===== config.mk =====
export PLATFORM = sky130hd
export DESIGN_NAME = fetch_stage_flat
export DESIGN_NICKNAME = d
export VERILOG_FILES = /design/src/rtl/common_pkg.sv /design/src/rtl/fetch_stage_if.sv /design/src/rtl/fetch_fifo.sv /design/src/rtl/fetch_stage.sv /design/src/flat_wrapper.sv
export SDC_FILE = /design/constraint.sdc
export NUM_CORES = 1
export LEC_CHECK = 0
export ABC_AREA = 0
export CORE_ASPECT_RATIO = 0.5
export CORE_UTILIZATION = 40
export DETAILED_ROUTE_END_ITERATION = 8
export PLACE_DENSITY_LB_ADDON = 0.08
export RECOVER_POWER = 100
export SYNTH_ARGS = -nofsm -noshare
export SYNTH_HDL_FRONTEND = slang
export SYNTH_HIERARCHICAL = 1
export SYNTH_SLANG_ARGS = --single-unit

===== constraint.sdc =====
create_clock -name clk -period 5.95 [get_ports clk]
set_input_delay 0.8925 -clock clk [delete_from_list [all_inputs] [get_ports clk]]
set_output_delay 0.8925 -clock clk [all_outputs]
set_load 0.03 [all_outputs]

===== src/rtl/common_pkg.sv =====
// Shared fetch-path types: the instruction word, fetch FSM states and the buffered entry.
package common;

    typedef logic [31:0] instruction_type;

    typedef enum logic [1:0] {
        FETCH_IDLE = 2'd0,
        FETCH_WAIT = 2'd1,
        FETCH_DROP = 2'd2
    } fetch_state_e;

    typedef struct packed {
        logic [31:0]     pc;
        instruction_type instruction;
    } fetch_entry_t;

endpackage


===== src/rtl/fetch_stage_if.sv =====
// Instruction-memory request/response bus between fetch (master) and memory (slave).
interface fetch_stage_if;
    logic        imem_req;
    logic [31:0] imem_addr;
    logic        imem_ack;
    logic [31:0] imem_rdata;

    modport master (output imem_req, output imem_addr, input imem_ack, input imem_rdata);
    modport slave  (input imem_req, input imem_addr, output imem_ack, output imem_rdata);
endinterface


===== src/rtl/fetch_fifo.sv =====
// Small instruction buffer holding {pc, instruction}; flush empties it in one edge.
module fetch_fifo
    import common::*;
#(
    parameter int DEPTH = 2
) (
    input  logic                       clk,
    input  logic                       reset,
    input  logic                       push,
    input  logic                       pop,
    input  logic                       flush,
    input  fetch_entry_t               wdata,
    output logic [$clog2(DEPTH+1)-1:0] count,
    output fetch_entry_t               head
);
    localparam int PW = $clog2(DEPTH);

    fetch_entry_t   mem [DEPTH];
    logic [PW-1:0]  wr_ptr;
    logic [PW-1:0]  rd_ptr;

    // Entries are cleared on reset so the head reads as zero while reset is held.
    always_ff @(posedge clk) begin
        if (reset) begin
            wr_ptr <= '0;
            rd_ptr <= '0;
            count  <= '0;
            for (int i = 0; i < DEPTH; i++) begin
                mem[i] <= '0;
            end
        end else if (flush) begin
            wr_ptr <= '0;
            rd_ptr <= '0;
            count  <= '0;
        end else begin
            if (push) begin
                mem[wr_ptr] <= wdata;
                wr_ptr      <= wr_ptr + 1'b1;
            end
            if (pop) begin
                rd_ptr <= rd_ptr + 1'b1;
            end
            if (push && !pop) begin
                count <= count + 1'b1;
            end else if (pop && !push) begin
                count <= count - 1'b1;
            end
        end
    end

    assign head = mem[rd_ptr];
endmodule


===== src/rtl/fetch_stage.sv =====
// Instruction fetch: one outstanding memory request, redirect handling, buffered output to decode.
//   state      | meaning
//   FETCH_IDLE | may issue a request when the buffer has room
//   FETCH_WAIT | request outstanding, response will be buffered
//   FETCH_DROP | request outstanding, response will be discarded
module fetch_stage
    import common::*;
#(
    parameter logic [31:0] RESET_PC   = 32'h0000_0000,
    parameter int          FIFO_DEPTH = 2
) (
    input  logic            clk,
    input  logic            reset,
    fetch_stage_if.master   imem,
    input  logic            stall,
    input  logic            redirect,
    input  logic [31:0]     redirect_pc,
    output logic            if_valid,
    output instruction_type if_instruction,
    output logic [31:0]     if_pc
);
    localparam int             CW      = $clog2(FIFO_DEPTH + 1);
    localparam logic [CW-1:0]  DEPTH_C = CW'(FIFO_DEPTH);

    fetch_state_e  state, state_nxt;
    logic [31:0]   fetch_pc, fetch_pc_nxt;
    logic          req;
    logic          push;
    logic          pop;
    logic [CW-1:0] count;
    fetch_entry_t  head;

    always_ff @(posedge clk) begin
        if (reset) begin
            state    <= FETCH_IDLE;
            fetch_pc <= RESET_PC;
        end else begin
            state    <= state_nxt;
            fetch_pc <= fetch_pc_nxt;
        end
    end

    always_comb begin
        state_nxt    = state;
        fetch_pc_nxt = fetch_pc;
        req          = 1'b0;
        push         = 1'b0;
        unique case (state)
            FETCH_IDLE: begin
                if (!redirect && (count < DEPTH_C)) begin
                    req       = 1'b1;
                    state_nxt = FETCH_WAIT;
                end
            end
            FETCH_WAIT: begin
                if (imem.imem_ack) begin
                    state_nxt = FETCH_IDLE;
                    if (!redirect) begin
                        push         = 1'b1;
                        fetch_pc_nxt = fetch_pc + 32'd4;
                    end
                end else if (redirect) begin
                    state_nxt = FETCH_DROP;
                end
            end
            FETCH_DROP: begin
                if (imem.imem_ack) begin
                    state_nxt = FETCH_IDLE;
                end
            end
            default: state_nxt = FETCH_IDLE;
        endcase
        if (redirect) begin
            fetch_pc_nxt = {redirect_pc[31:2], 2'b00};
        end
    end

    fetch_fifo #(.DEPTH(FIFO_DEPTH)) u_fifo (
        .clk   (clk),
        .reset (reset),
        .push  (push),
        .pop   (pop),
        .flush (redirect),
        .wdata ({fetch_pc, imem.imem_rdata}),
        .count (count),
        .head  (head)
    );

    // Redirect hides the head in the same cycle so decode never consumes a squashed entry.
    assign if_valid       = (count != '0) && !redirect && !reset;
    assign pop            = if_valid && !stall;
    assign imem.imem_req  = req && !reset;
    assign imem.imem_addr = fetch_pc;
    assign if_instruction = head.instruction;
    assign if_pc          = head.pc;
endmodule


===== src/flat_wrapper.sv =====
// flat-port wrapper written by rule: the top's interface ports become plain ports
module fetch_stage_flat import common::*;
#(
    parameter logic [31:0] RESET_PC   = 32'h0000_0000,
    parameter int          FIFO_DEPTH = 2
)
  (clk, reset, stall, redirect, redirect_pc, if_valid, if_instruction, if_pc, imem_imem_req, imem_imem_addr, imem_imem_ack, imem_imem_rdata);
  fetch_stage_if imem_i ();
  input  logic clk;
  input  logic reset;
  input  logic stall;
  input  logic redirect;
  input  logic [31:0] redirect_pc;
  output logic if_valid;
  output instruction_type if_instruction;
  output logic [31:0] if_pc;
  output wire logic [$bits(imem_i.imem_req)-1:0] imem_imem_req;
  output wire logic [$bits(imem_i.imem_addr)-1:0] imem_imem_addr;
  input wire logic [$bits(imem_i.imem_ack)-1:0] imem_imem_ack;
  input wire logic [$bits(imem_i.imem_rdata)-1:0] imem_imem_rdata;
  assign imem_imem_req = imem_i.imem_req;
  assign imem_imem_addr = imem_i.imem_addr;
  assign imem_i.imem_ack = imem_imem_ack;
  assign imem_i.imem_rdata = imem_imem_rdata;
  fetch_stage #(.RESET_PC(RESET_PC), .FIFO_DEPTH(FIFO_DEPTH)) u_core (.clk(clk), .reset(reset), .imem(imem_i), .stall(stall), .redirect(redirect), .redirect_pc(redirect_pc), .if_valid(if_valid), .if_instruction(if_instruction), .if_pc(if_pc));
endmodule

---- Yosys cells after proc, flatten, opt, wreduce, memory -nomap -nowiden ----
Memories as Yosys holds them, arrays and structs flattened. A register that Yosys moved wholly into a read port is not among the register bits.
Cells that the tools add are included.
storage, ports and cells
  memories ................................ 1
  register bits ........................... 38
  bits in writable memories ............... 128
  word-level logic and storage cells ...... 66
memory list
  name               depth  bits a word  read ports  clocked after Yosys merged registers in  wr ports  line              RTL
  u_core.u_fifo.mem  2      64           1           1                                        2         fetch_fifo.sv:18  fetch_entry_t mem [DEPTH];
operators by class
  eq/ne operators ......................... 5
  reductions and logical operators ........ 22
  multiplexer cells ....................... 26
  $add $sub $neg .......................... 5
  order comparisons ....................... 1
operators with widths
  kind                   number
  $mux 32                3
  $mux 64                1
  $reduce_or 64->1       1
  $add 32x3->32 const B  1
  $mux 1                 15
  $mux 2                 6
  $reduce_bool 2->1      4
  $logic_and 1x1->1      7
  $pmux 2 s3             1
  $logic_not 1->1        5
  $reduce_and 2->1       2
  $ne 3x3->1 const B     1
  $reduce_and 3->1       1
  $add 1x1->1 const B    2
  $add 2x1->2 const B    1
  $eq 2x1->1 const B     1
  $eq 2x2->1 const B     1
  $logic_not 2->1        1
  $lt 2x2->1 const B     1
  $ne 2x1->1 const B     1
  $ne 2x2->1 const B     1
  $reduce_or 2->1        1
  $sub 2x1->2 const B    1

---- Longest topological paths before layout ----
Gate-level depths: netlist of run 1.
  depth in word-level cells ............... 9
  gate-level depth with buffers ........... 8
  depth with buffers taken out ............ 7

---- Cells and area by module ----
Netlist of run 1, hierarchy kept.
modules (own cells, without submodules)
  module       cells each  seq. area each (µm²)  times used  area an instance (µm²)
  fetch_fifo   380         3943.8                1           5879.4
  fetch_stage  242         640.6                 1           1926.8

---- Worst setup path before layout of run 1 ----
Ideal clock, no wire load.
  path type ............................... input to register
  from .................................... input port redirect
  to ...................................... memory u_core/u_fifo/mem[0][0] (netlist bit), enable pin
  setup time .............................. 421 ps
  buffers on the path ..................... 3
  arrival time ............................ 3265 ps
  path slack .............................. 2265 ps
  stages on the path ...................... 6
  required time ........................... 5529 ps
  cell sequence ........................... clkbuf_1 clkbuf_1 nor2_1 nor2b_2 clkbuf_1 a21o_1
RTL lines
  item         line                RTL
  from (decl)  flat_wrapper.sv:12  input logic redirect;
  to (decl)    fetch_fifo.sv:18

---- Worst setup path in the final report of run 1 ----
  from .................................... input port reset
  to ...................................... output port imem_imem_req
on the way
  cells in the longest elaborated chain, start to end .. 2
RTL lines
  item               line                RTL
  from (decl)        flat_wrapper.sv:10  input logic reset;
  $logic_not 1->1    fetch_stage.sv:92   assign imem.imem_req = req && !reset;
  $logic_and 1x1->1  fetch_stage.sv:92
  to (decl)          flat_wrapper.sv:17  output wire logic [$bits(imem_i.imem_req)-1:0] imem_imem_req;
Every way passes these cells.

==> results of run 1 <==
## cells in the mapped netlist (8+ instances only)
| library cell | number |
|---|---|
| or3_1 | 9 |
| inv_1 | 12 |
| nor2_1 | 34 |
| mux2_2 | 64 |
| or4_1 | 10 |
| dfxtp_1 | 37 |
| and3_1 | 130 |
| nand2_1 | 9 |
| nor3_1 | 9 |
| buf_6 | 17 |
| nand4_1 | 11 |
| a211oi_1 | 13 |
| clkbuf_2 | 8 |
| clkbuf_1 | 16 |
| nand3_1 | 8 |
| edfxtp_1 | 128 |
| buf_2 | 8 |
| a311oi_1 | 15 |
| xnor2_1 | 8 |
| nor4_1 | 9 |
## path summary, 6_finish.rpt
path                                        from                                     to  slack (ns)  depth (start not counted)
max                                        reset                          imem_imem_req        1.26                          5
min reg2reg  u_core/u_fifo/count[1]$_SDFFE_PP0P_    u_core/u_fifo/count[1]$_SDFFE_PP0P_        0.54                          2
min          u_core/u_fifo/count[1]$_SDFFE_PP0P_    u_core/u_fifo/count[1]$_SDFFE_PP0P_        0.54                          2
max reg2reg         u_core/state[0]$_SDFFE_PP0P_  u_core/u_fifo/mem[0][5]$_SDFFCE_PN0P_        3.02                          4
## flip-flops by register name (all words and copies together) (netlist names), named ones only
name                   flops
u_core/u_fifo/mem        128
u_core/state               2
u_core/u_fifo/wr_ptr       1
u_core/u_fifo/rd_ptr       1
u_core/imem.imem_addr     30
u_core/u_fifo/count        2
## worst register-to-register path, cell delays in order, from the launching register on
cell,delay [ns]
dfxtp_1,0.44
nand3b_1,0.22
nor2_1,0.34
nor2b_1,0.23
a21o_2,1.25
## final cells by class
cell class / count / share of cell area [%]
timing repair buffer: 169 / 16.6
clock inverter: 12 / 1.29
clock buffer: 20 / 4.36
multi-input combinational: 395 / 28.3
sequential: 165 / 45.8
inverter: 12 / 0.449
tap: 259 / 3.23
## through the flow
step / hold WS (ns) / cell area [µm²] / total power [W] / setup WS (ns)
floorplan: 0.479 / 7830 / 0.00149 / 2.26
global placement: 0.499 / 9480 / 0.00164 / 2.21
detailed placement: 0.525 / 9480 / 0.00164 / 2.26
CTS: 0.539 / 10000 / 0.00271 / 2.25
global route: 0.565 / 10000 / 0.00277 / 1.10
finish: 0.541 / 10000 / 0.00267 / 1.26
## logic make-up after synthesis
logic type / synth area share [%]
simple gates: 19.2
other cells: 0.0480
mux: 9.49
fa+ha+maj: 0.321
buf+inv: 5.35
xor+xnor: 1.35
flops: 58.7
compound gates: 5.48
## power by group through the flow
stage	sequential, W	clock (W)	combinational, W
5_1_grt	0.00133	0.00114	0.000291
4_1_cts	0.00133	0.00109	0.000289
6_report	0.00133	0.00107	0.000273
3_5_place_dp	0.00135	0	0.000287
3_3_place_gp	0.00135	0	0.000287
2_1_floorplan	0.00136	0	0.000128
## placed cells by master, fill, tap and decap left out, types with 5 or more instances in the layout
cell type and instances:
a211oi_1 13, a311oi_1 15, and3_1 130, and4_1 6, clkbuf_1 6, clkbuf_16 17
clkdlybuf4s50_1 65, conb_1 6, dfxtp_1 36, dlygate4sd3_1 97, edfxtp_1 128, inv_1 12
mux2_2 64, nand2_1 9, nand3_1 8, nand4_1 11, nor2_1 33, nor2b_1 5
nor3_1 9, nor4_1 9, o21ai_0 5, o31ai_1 7, or2_2 5, or3_1 9
or4_1 10, xnor2_1 8
## layer usage
metal	part of all wire (%)	track usage (%)	vias up
met3	5.0	4.28	8
met5	0	0	-
met1	48	27.4	2756
met2	46	30.7	153
li1	-	-	2657
met4	0.64	4.87	0
==> impl_metrics.json, run 1 <==
{
  "status": "finished, violations left",
  "violations": "max-capacitance violations, max-slew violations",
  "diodes": 0,
  "path_delay_family": "buffers and inverters",
  "layoutNonFillerInstCount": 1032,
  "num-fill-cells": 1691,
  "die_height_um": 101,
  "portBuffers": 162,
  "hp-class": "reg -> reg",
  "startpoint_type": "input pin",
  "cts_hold_buf": 0,
  "antenna_found_initial": 0,
  "power_leakage_nw": 4.11,
  "numCtsBuffers": 17,
  "overflow": 0,
  "drc_errors": 0,
  "h-tree-depth": 4,
  "critPathMaxFanout": 40,
  "clkPwrFrac_pct": 40.1,
  "power.density_mw_per_mm2": 267,
  "end_kind": "output pin",
  "fp-row-count": 35,
  "clockBufferDepth": 2,
  "synth-seq-cells": 165,
  "ys_warn_count": 6,
  "cts_setup_buffers": 0,
  "wirelength_mm": 19.3,
  "multi_input_area_mm2": 0.00284,
  "max_slew_margin_pct": -26.7,
  "cts_resized": 0,
  "clk_pin_slew_ns": 0.06,
  "synth_cell_types": 46,
  "intPower_w": 0.00202,
  "synth_top_area_share_pct": 49.2,
  "finalSetupViolCount": 0,
  "combinationalPowerShare_pct": 10.2,
  "drive_above_1_share_pct": 13.8,
  "cp.arrival_ns": 3.80,
  "clock-sinks": 165,
  "syn_area_per_cell_um2": 12.6,
  "dr.first_iter.drc_count": 265,
  "cts_tree": "done",
  "switching_share_pct": 24.5,
  "vias": 5574,
  "via_per_inst": 5.40,
  "ff_latch_area_mm2": 0.00459,
  "ys.flop_type": "edfxtp_1",
  "path_cells": "dlygate4sd3_1, clkbuf_1, or3_1, nor3_1, dlygate4sd3_1",
  "first_global_vias": 5435,
  "grt_max_degree": 78,
  "finalHoldViolations": 0,
  "path_buf_inv": 3,
  "start_util_pct": 41.6,
  "syn-instance-count": 622,
  "io_pins": 167,
  "peakVddDrop_v": 0.000172,
  "nNetsFinal": 831,
  "cp_slowest_stage_delay_ns": 1.35,
  "drt_pre_antenna_iters": 5,
  "dp_hpwl_mm": 11.5,
  "min_period_ns": 4.69,
  "synthArstFlopShare_pct": 0,
  "grt_pass1_wl_mm": 29.3,
  "yosysSeqAreaShare_pct": 58.7,
  "sequentialPowerShare_pct": 49.7,
  "wire_per_inst_um": 18.7,
  "max-cap-violations": 2,
  "crit_type": "in -> out",
  "synth_top_cell_by_area": "edfxtp_1",
  "root_buffer": "clkbuf_16",
  "slowest_stage": "clkbuf_1",
  "synth_edf_count": 128,
  "ys_top_cells_by_area": "edfxtp_1 (49%), and3_1 (10%), dfxtp_1 (9.5%)",
  "critPathMostFrequentCell": "dlygate4sd3_1",
  "ant_nets": 0,
  "dieArea_mm2": 0.0201,
  "final_max_slew_viol_count": 106,
  "syn_area_mm2": 0.00781,
  "coreArea_mm2": 0.0187,
  "fin_skew_ns": 0.0104,
  "dp.cells": 1000,
  "p_sw_w": 0.000655,
  "clk_latency_ns": 0.42,
  "required_ns": 5.06,
  "max_clock_freq_mhz": 213,
  "final_util_pct": 53.5,
  "grt_setup_unrepaired": "false",
  "die_x_um": 200,
  "period_share_pct": 78.9,
  "fin_tns_setup_ns": 0,
  "worst_pin_slew_ns": 1.90,
  "grt_usage_pct": 19.5,
  "syn_to_final_growth_pct": 28.4,
  "routabilityCongestion": 0.756
}
No activity file was read; power rests on OpenSTA's default activity.
==> inputs of run 2 (changes only) <==
- clock period: 5.95 -> 4.07 ns (I/O delays scaled with it)
==> run 2 against run 1 <==
Compared with the run above:
- the run now ends clean
- clock power is 56% higher
- highest routed layer unchanged
- worst setup slack worse by 0.34 ns
- global-route usage up 0.15 points
- power up 50%
- design area increased by 0.94%
- worst hold slack got worse by 0.012 ns
- sequential share of layout area shrank 0.42 points
- cell count increased by 0.48%
- wire length rose by 0.96%
==> impl_metrics.json, run 2 (synthesis results as in run 1) <==
{
  "final_util_pct": 54.0,
  "overflow": 0,
  "critPathMaxFanout": 2,
  "portBuffers": 162,
  "first_global_vias": 5182,
  "final_common_cell": "and3_1",
  "dr.first_iter.drc_count": 317,
  "max_slew_margin_pct": 13.4,
  "via_per_inst": 5.40,
  "die_x_um": 200,
  "ant_nets": 0,
  "coreArea_mm2": 0.0187,
  "clock-sinks": 165,
  "met1_usage_pct": 28.1,
  "grt_max_degree": 129,
  "syn_to_final_growth_pct": 29.6,
  "finalSetupViolCount": 0,
  "wirelength_mm": 19.5,
  "endpoint": "imem_imem_req",
  "end_kind": "output pin",
  "cp.arrival_ns": 2.55,
  "peakVddDrop_v": 0.000264,
  "vias": 5601,
  "routabilityCongestion": 0.757,
  "drive_above_1_share_pct": 14.3,
  "min_period_ns": 3.16,
  "numCtsBuffers": 17,
  "top_register": "u_core/u_fifo/mem",
  "use_met3_pct": 4.55,
  "max_clock_freq_mhz": 317,
  "diodes": 0,
  "cts_resized": 0,
  "nNetsFinal": 836,
  "wire_per_inst_um": 18.8,
  "grt_setup_unrepaired": "false",
  "cts_hold_buf": 0,
  "power_leakage_nw": 4.15,
  "finalHoldViolations": 0,
  "h-tree-depth": 4,
  "fin_skew_ns": 0.0104,
  "period_share_pct": 77.6,
  "cts_tree": "done",
  "drt_pre_antenna_iters": 5,
  "max-cap-violations": 0,
  "dp_hpwl_mm": 11.9,
  "fp-row-count": 35,
  "die_height_um": 101,
  "grt_usage_pct": 19.7,
  "status": "completed",
  "clk_latency_ns": 0.42,
  "grt_pass1_wl_mm": 29.5,
  "rr_worst_depth": 4,
  "final_max_slew_viol_count": 0,
  "clockBufferDepth": 2,
  "start_util_pct": 41.6,
  "startpoint_type": "input pin",
  "crit_type": "in -> out",
  "hp-class": "reg -> reg",
  "cts_setup_buffers": 0,
  "clk_pin_slew_ns": 0.06,
  "r2r-start": "u_core/imem.imem_addr[4]$_SDFFE_PP0P_",
  "timing.rr.end": "u_core/imem.imem_addr[21]$_SDFFE_PP0P_",
  "largest_reg_flops": 128,
  "crit_path_start": "redirect",
  "dieArea_mm2": 0.0201,
  "antenna_found_initial": 0,
  "gr-max-usage-layer": "met2",
  "num-fill-cells": 1663,
  "worst_pin_slew_ns": 1.30,
  "drc_errors": 0,
  "io_pins": 167,
  "layout_common_cells": "and3_1 (130), edfxtp_1 (128), dlygate4sd3_1 (97)",
  "use_met2_pct": 30.2,
  "reg2reg_slack_ns": 1.39,
  "required_ns": 3.46,
  "root_buffer": "clkbuf_16",
  "fin_tns_setup_ns": 0,
  "power.density_mw_per_mm2": 397
}
run 2: stage by stage:
step	setup slack [ns]	hold WS [ns]	std cells	power [W]	instance area [µm²]
4_1_cts	0.939	0.527	1037	0.00407	10200
5_1_grt	0.799	0.547	1037	0.00417	10100
6_report	0.912	0.528	1037	0.00401	10100
3_5_place_dp	0.935	0.513	1005	0.00241	9550
3_3_place_gp	0.989	0.499	1005	0.00240	9550
2_1_floorplan	0.667	0.479	627	0.00218	7830
run 2: how the worst min path moves through the flow:
| stage | start | to | slack [ns] | depth (start not counted) |
|---|---|---|---|---|
| final | u_core/u_fifo/count[1]$_SDFFE_PP0P_ | u_core/u_fifo/count[1]$_SDFFE_PP0P_ | 0.53 | 2 |
| after global routing | u_core/u_fifo/count[1]$_SDFFE_PP0P_ | u_core/u_fifo/count[1]$_SDFFE_PP0P_ | 0.55 | 2 |
| after CTS | u_core/u_fifo/count[1]$_SDFFE_PP0P_ | u_core/u_fifo/count[1]$_SDFFE_PP0P_ | 0.53 | 2 |
| after detailed placement | u_core/u_fifo/count[1]$_SDFFE_PP0P_ | u_core/u_fifo/count[1]$_SDFFE_PP0P_ | 0.51 | 2 |
| after global placement | u_core/u_fifo/rd_ptr$_SDFFE_PP0P_ | u_core/u_fifo/rd_ptr$_SDFFE_PP0P_ | 0.50 | 2 |
| after floorplan | u_core/u_fifo/count[1]$_SDFFE_PP0P_ | u_core/u_fifo/count[1]$_SDFFE_PP0P_ | 0.48 | 2 |
run 2: worst max-delay path, stage by stage:
cell and delay [ns]:
dlygate4sd3_1 0.57, or3_1 0.41, nor3_1 0.18, dlygate4sd3_1 0.77
run 2: layout make-up:
type,count,area [µm²],share of cell area [%]
Sequential cell,165,4590,45.3
Multi-Input combinational cell,395,2830,28.0
Timing Repair Buffer,174,1710,16.9
Clock buffer,21,460,4.55
Tap cell,259,324,3.20
Clock inverter,11,153,1.51
Inverter,12,45.0,0.445
run 2: per-layer routing:
layer  up-vias  wire length [µm]
met3         6               904
met1      2790              9400
met2       141              9160
met5         -                 0
li1       2664                 -
met4         0                58
run 2: power breakdown:
part	internal [W]	switching [W]	leakage, nW
Sequential	0.00188	0.0000626	1.63
Clock	0.00100	0.000664	0.289
Combinational	0.000172	0.000234	2.23
